### src/rtl/cache_pkg.sv
// Shared definitions for the set-associative cache set: op encodings,
// a constant-foldable clog2 and the LRU age update rule.
package cache_pkg;

  // {comp, write} request encodings
  localparam logic [1:0] OP_ACC_RD = 2'b00;
  localparam logic [1:0] OP_FILL   = 2'b01;
  localparam logic [1:0] OP_CMP_RD = 2'b10;
  localparam logic [1:0] OP_CMP_WR = 2'b11;

  // Ages are passed through the helper at this fixed width, callers truncate
  localparam int AGE_MAX_W = 8;

  function automatic int clog2(input int n);
    int r;
    r = 0;
    for (int i = 0; i < 31; i++)
      if ((1 << i) < n) r = i + 1;
    return r;
  endfunction

  // New age of one way when way with age age_hit is touched
  function automatic logic [AGE_MAX_W-1:0] age_next(
    input logic [AGE_MAX_W-1:0] age,
    input logic [AGE_MAX_W-1:0] age_hit,
    input logic                 is_hit
  );
    if (is_hit) return '0;
    if (age < age_hit) return age + 1'b1;
    return age;
  endfunction

endpackage

### src/rtl/cache_way.sv
// One way of a cache set: tag/valid/dirty and a word array with
// per-word write and asynchronous word read.
module cache_way
  import cache_pkg::*;
#(
  parameter int WORDS  = 4,
  parameter int TAG_W  = 5,
  parameter int DATA_W = 16,
  parameter int WRD_W  = 2
) (
  input  logic              clk,
  input  logic              rst,
  input  logic              wr_en,
  input  logic              fill,
  input  logic              mark_dirty,
  input  logic [WRD_W-1:0]  word,
  input  logic [DATA_W-1:0] wdata,
  input  logic [TAG_W-1:0]  tag_in,
  input  logic              valid_in,
  output logic [TAG_W-1:0]  tag,
  output logic              valid,
  output logic              dirty,
  output logic [DATA_W-1:0] rdata
);

  logic [WORDS-1:0][DATA_W-1:0] mem;

  // Status bits: only these are reset, fill clears dirty
  always_ff @(posedge clk) begin
    if (rst) begin
      valid <= 1'b0;
      dirty <= 1'b0;
    end else if (fill) begin
      valid <= valid_in;
      dirty <= 1'b0;
    end else if (mark_dirty) begin
      dirty <= 1'b1;
    end
  end

  // Tag is loaded on fill only; no reset needed since valid guards it
  always_ff @(posedge clk) begin
    if (fill) tag <= tag_in;
  end

  // Word array write
  always_ff @(posedge clk) begin
    if (wr_en) mem[word] <= wdata;
  end

  assign rdata = mem[word];

endmodule

### src/rtl/cache_set_assoc.sv
// One index of an N-way set-associative cache: tag compare, true-LRU
// victim choice and registered response per request.
module cache_set_assoc
  import cache_pkg::*;
#(
  parameter  int WAYS   = 4,
  parameter  int WORDS  = 4,
  parameter  int TAG_W  = 5,
  parameter  int DATA_W = 16,
  localparam int WAY_W  = (clog2(WAYS) > 0) ? clog2(WAYS) : 1,
  localparam int WRD_W  = (clog2(WORDS) > 0) ? clog2(WORDS) : 1
) (
  input  logic              clk,
  input  logic              rst,
  input  logic              enable,
  input  logic              comp,
  input  logic              write,
  input  logic [WRD_W-1:0]  word,
  input  logic [WAY_W-1:0]  way_in,
  input  logic [TAG_W-1:0]  tag_in,
  input  logic [DATA_W-1:0] data_in,
  input  logic              valid_in,
  output logic              done,
  output logic              hit,
  output logic [WAY_W-1:0]  hit_way,
  output logic [DATA_W-1:0] data_out,
  output logic [TAG_W-1:0]  tag_out,
  output logic              valid_out,
  output logic              dirty_out
);

  logic [WAYS-1:0][TAG_W-1:0]  w_tag;
  logic [WAYS-1:0][DATA_W-1:0] w_rdata;
  logic [WAYS-1:0]             w_valid, w_dirty;
  logic [WAYS-1:0]             wr_en, fill, mark_dirty;
  logic [WAYS-1:0][WAY_W-1:0]  age, age_n;

  logic             req, hit_any, inv_any, touch;
  logic [1:0]       op;
  logic [WAY_W-1:0] hit_idx, inv_idx, lru_idx, victim, sel, touch_idx;
  logic [AGE_MAX_W-1:0] nx;

  assign req = enable && !rst;
  assign op  = {comp, write};

  for (genvar g = 0; g < WAYS; g++) begin : g_way
    cache_way #(.WORDS(WORDS), .TAG_W(TAG_W), .DATA_W(DATA_W), .WRD_W(WRD_W)) u_way (
      .clk        (clk),
      .rst        (rst),
      .wr_en      (wr_en[g]),
      .fill       (fill[g]),
      .mark_dirty (mark_dirty[g]),
      .word       (word),
      .wdata      (data_in),
      .tag_in     (tag_in),
      .valid_in   (valid_in),
      .tag        (w_tag[g]),
      .valid      (w_valid[g]),
      .dirty      (w_dirty[g]),
      .rdata      (w_rdata[g])
    );
  end

  // Tag match and victim search; descending scans so the lowest index wins
  always_comb begin
    hit_any = 1'b0;
    hit_idx = '0;
    inv_any = 1'b0;
    inv_idx = '0;
    lru_idx = '0;
    for (int w = WAYS - 1; w >= 0; w--) begin
      if (w_valid[w] && w_tag[w] == tag_in) begin
        hit_any = 1'b1;
        hit_idx = WAY_W'(w);
      end
      if (!w_valid[w]) begin
        inv_any = 1'b1;
        inv_idx = WAY_W'(w);
      end
      if (age[w] == WAY_W'(WAYS - 1)) lru_idx = WAY_W'(w);
    end
    victim = inv_any ? inv_idx : lru_idx;
  end

  // Reported way, LRU touch target and per-way write strobes
  always_comb begin
    sel        = way_in;
    touch      = 1'b0;
    touch_idx  = way_in;
    wr_en      = '0;
    fill       = '0;
    mark_dirty = '0;
    case (op)
      OP_CMP_RD, OP_CMP_WR: begin
        sel       = hit_any ? hit_idx : victim;
        touch     = hit_any;
        touch_idx = hit_idx;
      end
      OP_FILL: touch = 1'b1;
      default: ;
    endcase
    if (req) begin
      if (op == OP_CMP_WR && hit_any) begin
        wr_en[hit_idx]      = 1'b1;
        mark_dirty[hit_idx] = 1'b1;
      end
      if (op == OP_FILL) begin
        wr_en[way_in] = 1'b1;
        fill[way_in]  = 1'b1;
      end
    end
  end

  // Ages after touching touch_idx
  always_comb begin
    age_n = age;
    nx    = '0;
    for (int w = 0; w < WAYS; w++) begin
      nx = age_next(AGE_MAX_W'(age[w]), AGE_MAX_W'(age[touch_idx]),
                    touch_idx == WAY_W'(w));
      age_n[w] = nx[WAY_W-1:0];
    end
  end

  // LRU age registers, reset to age[w]=w
  always_ff @(posedge clk) begin
    if (rst) begin
      for (int w = 0; w < WAYS; w++) age[w] <= WAY_W'(w);
    end else if (req && touch) begin
      age <= age_n;
    end
  end

  // Registered response; outputs hold when idle, fill reports post-fill state
  always_ff @(posedge clk) begin
    if (rst) begin
      done      <= 1'b0;
      hit       <= 1'b0;
      hit_way   <= '0;
      data_out  <= '0;
      tag_out   <= '0;
      valid_out <= 1'b0;
      dirty_out <= 1'b0;
    end else begin
      done <= enable;
      if (enable) begin
        hit     <= comp && hit_any;
        hit_way <= sel;
        if (op == OP_FILL) begin
          data_out  <= data_in;
          tag_out   <= tag_in;
          valid_out <= valid_in;
          dirty_out <= 1'b0;
        end else begin
          data_out  <= (op == OP_CMP_WR && hit_any) ? data_in : w_rdata[sel];
          tag_out   <= w_tag[sel];
          valid_out <= w_valid[sel];
          dirty_out <= w_dirty[sel];
        end
      end
    end
  end

endmodule

### config.mk
export PLATFORM = sky130hd
export DESIGN_NAME = cache_set_assoc
export DESIGN_NICKNAME = d
export VERILOG_FILES = /design/src/rtl/cache_pkg.sv /design/src/rtl/cache_way.sv /design/src/rtl/cache_set_assoc.sv
export SDC_FILE = /design/constraint.sdc
export NUM_CORES = 1
export LEC_CHECK = 0
export ABC_AREA = 1
export CAP_MARGIN = 40
export CORE_ASPECT_RATIO = 0.7
export CORE_MARGIN = 2
export CORE_UTILIZATION = 55
export CTS_BUF_LIST = sky130_fd_sc_hd__clkbuf_16
export CTS_CLUSTER_DIAMETER = 60
export CTS_CLUSTER_SIZE = 16
export DETAILED_ROUTE_END_ITERATION = 10
export PLACE_DENSITY = 0.73
export SYNTH_ARGS = -nofsm -noshare
export SYNTH_HDL_FRONTEND = slang
export SYNTH_SLANG_ARGS = --single-unit
### constraint.sdc
create_clock -name clk -period 3.9 [get_ports clk]
set_clock_uncertainty 0.1 [all_clocks]
set_input_delay 0.585 -clock clk [delete_from_list [all_inputs] [get_ports clk]]
set_output_delay 0.585 -clock clk [all_outputs]
set_load 0.02 [all_outputs]
==> results.sh, run 1 <==
export IMPL_cts_resized=0
export IMPL_cts_root_buf="clkbuf_16"
export IMPL_rows=47
export IMPL_yosysUniqueCellTypes=34
export IMPL_ys_top_cells_by_count="edfxtp_1 (276), nand2_1 (195), nand3_1 (152)"
export IMPL_clock_sinks=319
export IMPL_yosysWarningCount=0
export IMPL_netlist_instances=1169
export IMPL_synth_area_sq_um=13330
export IMPL_antenna_found_initial=1
export IMPL_cts_path_max_buffers=3
export IMPL_cp_max_fo=12
export IMPL_worst_slew_pin_slew_ns=0.7662
export IMPL_relSlewSlack_pct=48.76
export IMPL_drive_above_1_share_pct=10.65
export IMPL_critPathLaunch="tag_in[0]"
export IMPL_reg2reg_from="g_way[0].u_way.tag[0]"
export IMPL_required_ns=4.04
export IMPL_start_kind="input pin"
export IMPL_antennaDiodeCount=0
export IMPL_synth_top_cell_area_share_pct=62.20
export IMPL_cts_tree="built"
export IMPL_syn_to_final_growth_pct=14.10
export IMPL_setup_ws_ns=0.3996
export IMPL_rr_endpoint="g_way[0].u_way.mem[41]"
export IMPL_grt_pass1_vias=8716
export IMPL_cellPowerDensity_nw_per_um2=426.8
export IMPL_die_x_microns=190.0
export IMPL_end_kind="flop"
export IMPL_path_class="input pin to flop"
export IMPL_coreArea_sq_um=23700
export IMPL_fin_nets=1286
export IMPL_finalSetupViolations=0
export IMPL_tns_ns=0
export IMPL_finalPower_mw=6.490
export IMPL_synthTopCellsByArea="edfxtp_1 (62%), dfxtp_1 (6.5%), nand3_1 (5.7%), nand2_1 (5.5%), a221oi_1 (4.2%)"
export IMPL_cts_max_level=1
export IMPL_clk_pin_slew_worst_paths_ns=0.07
export IMPL_start_util_pct=56.23
export IMPL_cp_endpoint="g_way[0].u_way.mem[41]"
export IMPL_die_h_microns=134.2
export IMPL_post_cts_setup_buffers=0
export IMPL_grt_util_all_layers_pct=26.52
export IMPL_grt_first_pass_wirelength_mm=51.29
export IMPL_timing_fmax_mhz=285.7
export IMPL_fin_util_pct=64.16
export IMPL_cts_buffers=23
export IMPL_synth_edf_count=276
export IMPL_min_path_type="flop to flop"
export IMPL_gp_congestion=0.9120
export IMPL_reg2regPathDepth=14
export IMPL_cap_violations=0
export IMPL_synth_avg_cell_area_sq_um=11.40
export IMPL_fin_crit_ns=3.500
export IMPL_peakVddDrop_uv=384.5
export IMPL_fp_dieArea_sq_um=25510
export IMPL_reg2reg_slack_ns=0.78
export IMPL_synthFlopType="edfxtp_1"
export IMPL_grt_max_degree=36
export IMPL_syn_nets=1204
export IMPL_power_leakage_nw=5.610
export IMPL_dp_hpwl_mm=21.67
export IMPL_viasPerCell=5.999
export IMPL_fin_crit_sh_pct=89.75
export IMPL_dp_slack_ns=0.002268
export IMPL_holdPathStages=2
export IMPL_grt_ovfl_total=0
export IMPL_synth_area_leader_cell="edfxtp_1"
export IMPL_cts_hold_buf=0
export IMPL_dpl_cell_area_sq_um=14550
export IMPL_synth_most_common_cell="edfxtp_1"
export IMPL_async_reset_ff_share_pct=0
export IMPL_drcViolationCount=0
export IMPL_io_buffers=57
export IMPL_crit_arrival_ns=3.64
export IMPL_seq_area_frac_synth_pct=68.66
export IMPL_ios=58
export IMPL_vias=9514
export IMPL_drtPass1Iterations=5
export IMPL_status="finished clean"
export IMPL_rsz0062_at_grt="false"
export IMPL_fin_area_sq_um=15200
export IMPL_clock_latency_ns=0.53
export IMPL_wl_mm=33.60
export IMPL_detail_route_wl_per_cell_microns=21.18
export IMPL_slew_violations=0
export IMPL_antenna_left=0
export IMPL_dr_first_iter_drc_count=1252
export IMPL_hold_viol=0
export IMPL_synth_seq_cells=319
==> through the flow <==
| step | instances | hold WS (ns) |
|---|---|---|
| finish | 1586 | 0.3651 |
| CTS | 1586 | 0.3655 |
| global route | 1586 | 0.3761 |
| global placement | 1544 | 0.3526 |
| floorplan | 1169 | 0.3440 |
| detailed placement | 1544 | 0.3543 |
==> cells by family after synthesis <==
logic type / synth area share, %
AO/OA/AOI/OAI: 10.76
buffers and inverters: 5.775
AND/OR/NAND/NOR: 14.43
adder cells (fa/ha/maj): 0.3756
flip-flops: 68.66
==> per-layer routing <==
metal | GRT usage, % | routed length [microns] | up-vias
li1 | - | - | 4350
met1 | 42.58 | 15100 | 4576
met2 | 37.47 | 14190 | 524
met3 | 4.840 | 3651 | 62
met4 | 6.158 | 645 | 2
met5 | 0 | 12 | -
==> how the worst min path moves through the flow <==
stage / startpoint / endpoint / slack, ns
floorplan: g_way[2].u_way.dirty / g_way[2].u_way.dirty / 0.34
global placement: tag_out[0] / tag_out[0] / 0.35
detailed placement: valid_out / valid_out / 0.35
CTS: valid_out / valid_out / 0.37
global route: valid_out / valid_out / 0.38
finish: valid_out / valid_out / 0.37
==> layout make-up <==
type                       instances  area [sq um]
sequential                       319          9149
multi-input combinational        659          3457
clock inverter                    19         76.32
inverter                         130         488.0
timing repair buffer             118          1061
clock buffer                      23         575.6
fill                            1801          8494
tap                              318         397.9
==> critical path, cell delays in order <==
cell and delay, ns:
clkdlybuf4s50_1 0.67, inv_2 0.11, nand2_1 0.09, o21ai_1 0.08, nor2_1 0.14, nand3_2 0.14, nand2_1 0.15, nor2_1 0.09
nor2_2 0.16, inv_1 0.13, nor2_2 0.24, inv_1 0.10, nor3_1 0.22, nor2_1 0.17, nor2_2 0.35, buf_12 0.20
==> layout by cell type (no fill, tap or decap), types with 2 or more instances in the layout <==
cell / netlist / layout
nand2_2: 7 / 7
a221oi_1: 64 / 64
nand4_1: 3 / 3
nor2_1: 55 / 37
nor2_2: 3 / 20
nand2_1: 195 / 195
nor3_1: 4 / 4
inv_1: 119 / 136
inv_2: 10 / 11
buf_12: 0 / 3
o211ai_1: 23 / 23
ha_1: 4 / 4
a21oi_1: 43 / 43
clkbuf_16: 0 / 23
edfxtp_1: 276 / 276
nor4_1: 3 / 3
nand3_2: 3 / 3
a211oi_1: 2 / 2
o21ai_1: 5 / 5
nor4_2: 2 / 2
o21ai_0: 84 / 84
dfxtp_1: 43 / 43
buf_4: 1 / 58
nand3_1: 152 / 152
clkdlybuf4s50_1: 0 / 56
==> registers in the layout, indices dropped and copies added (netlist names) <==
name,cells
g_way.u_way.mem,256
g_way.u_way.tag,20
data_out,16
age,8
tag_out,5
g_way.u_way.dirty,4
g_way.u_way.valid,4
hit_way,2
dirty_out,1
done,1
hit,1
valid_out,1
==> report_power, final <==
group | total [mW] | switching (mW) | internal [mW]
combinational | 0.566 | 0.377 | 0.188
sequential | 3.75 | 0.0214 | 3.73
clock | 2.17 | 1.10 | 1.07
total | 6.49 | 1.50 | 4.99
Note: power is estimated with default switching activity, not from simulation.
==> run 2: changes to the inputs <==
--- a/config.mk
+++ b/config.mk
@@ -6,7 +6,7 @@
 export NUM_CORES = 1
 export LEC_CHECK = 0
 export ABC_AREA = 1
-export CAP_MARGIN = 40
+export CAP_MARGIN = 20
 export CORE_ASPECT_RATIO = 0.7
 export CORE_MARGIN = 2
 export CORE_UTILIZATION = 55
==> results of run 2 <==
No change in the layout: final DEF, timing and power equal those of run 1.
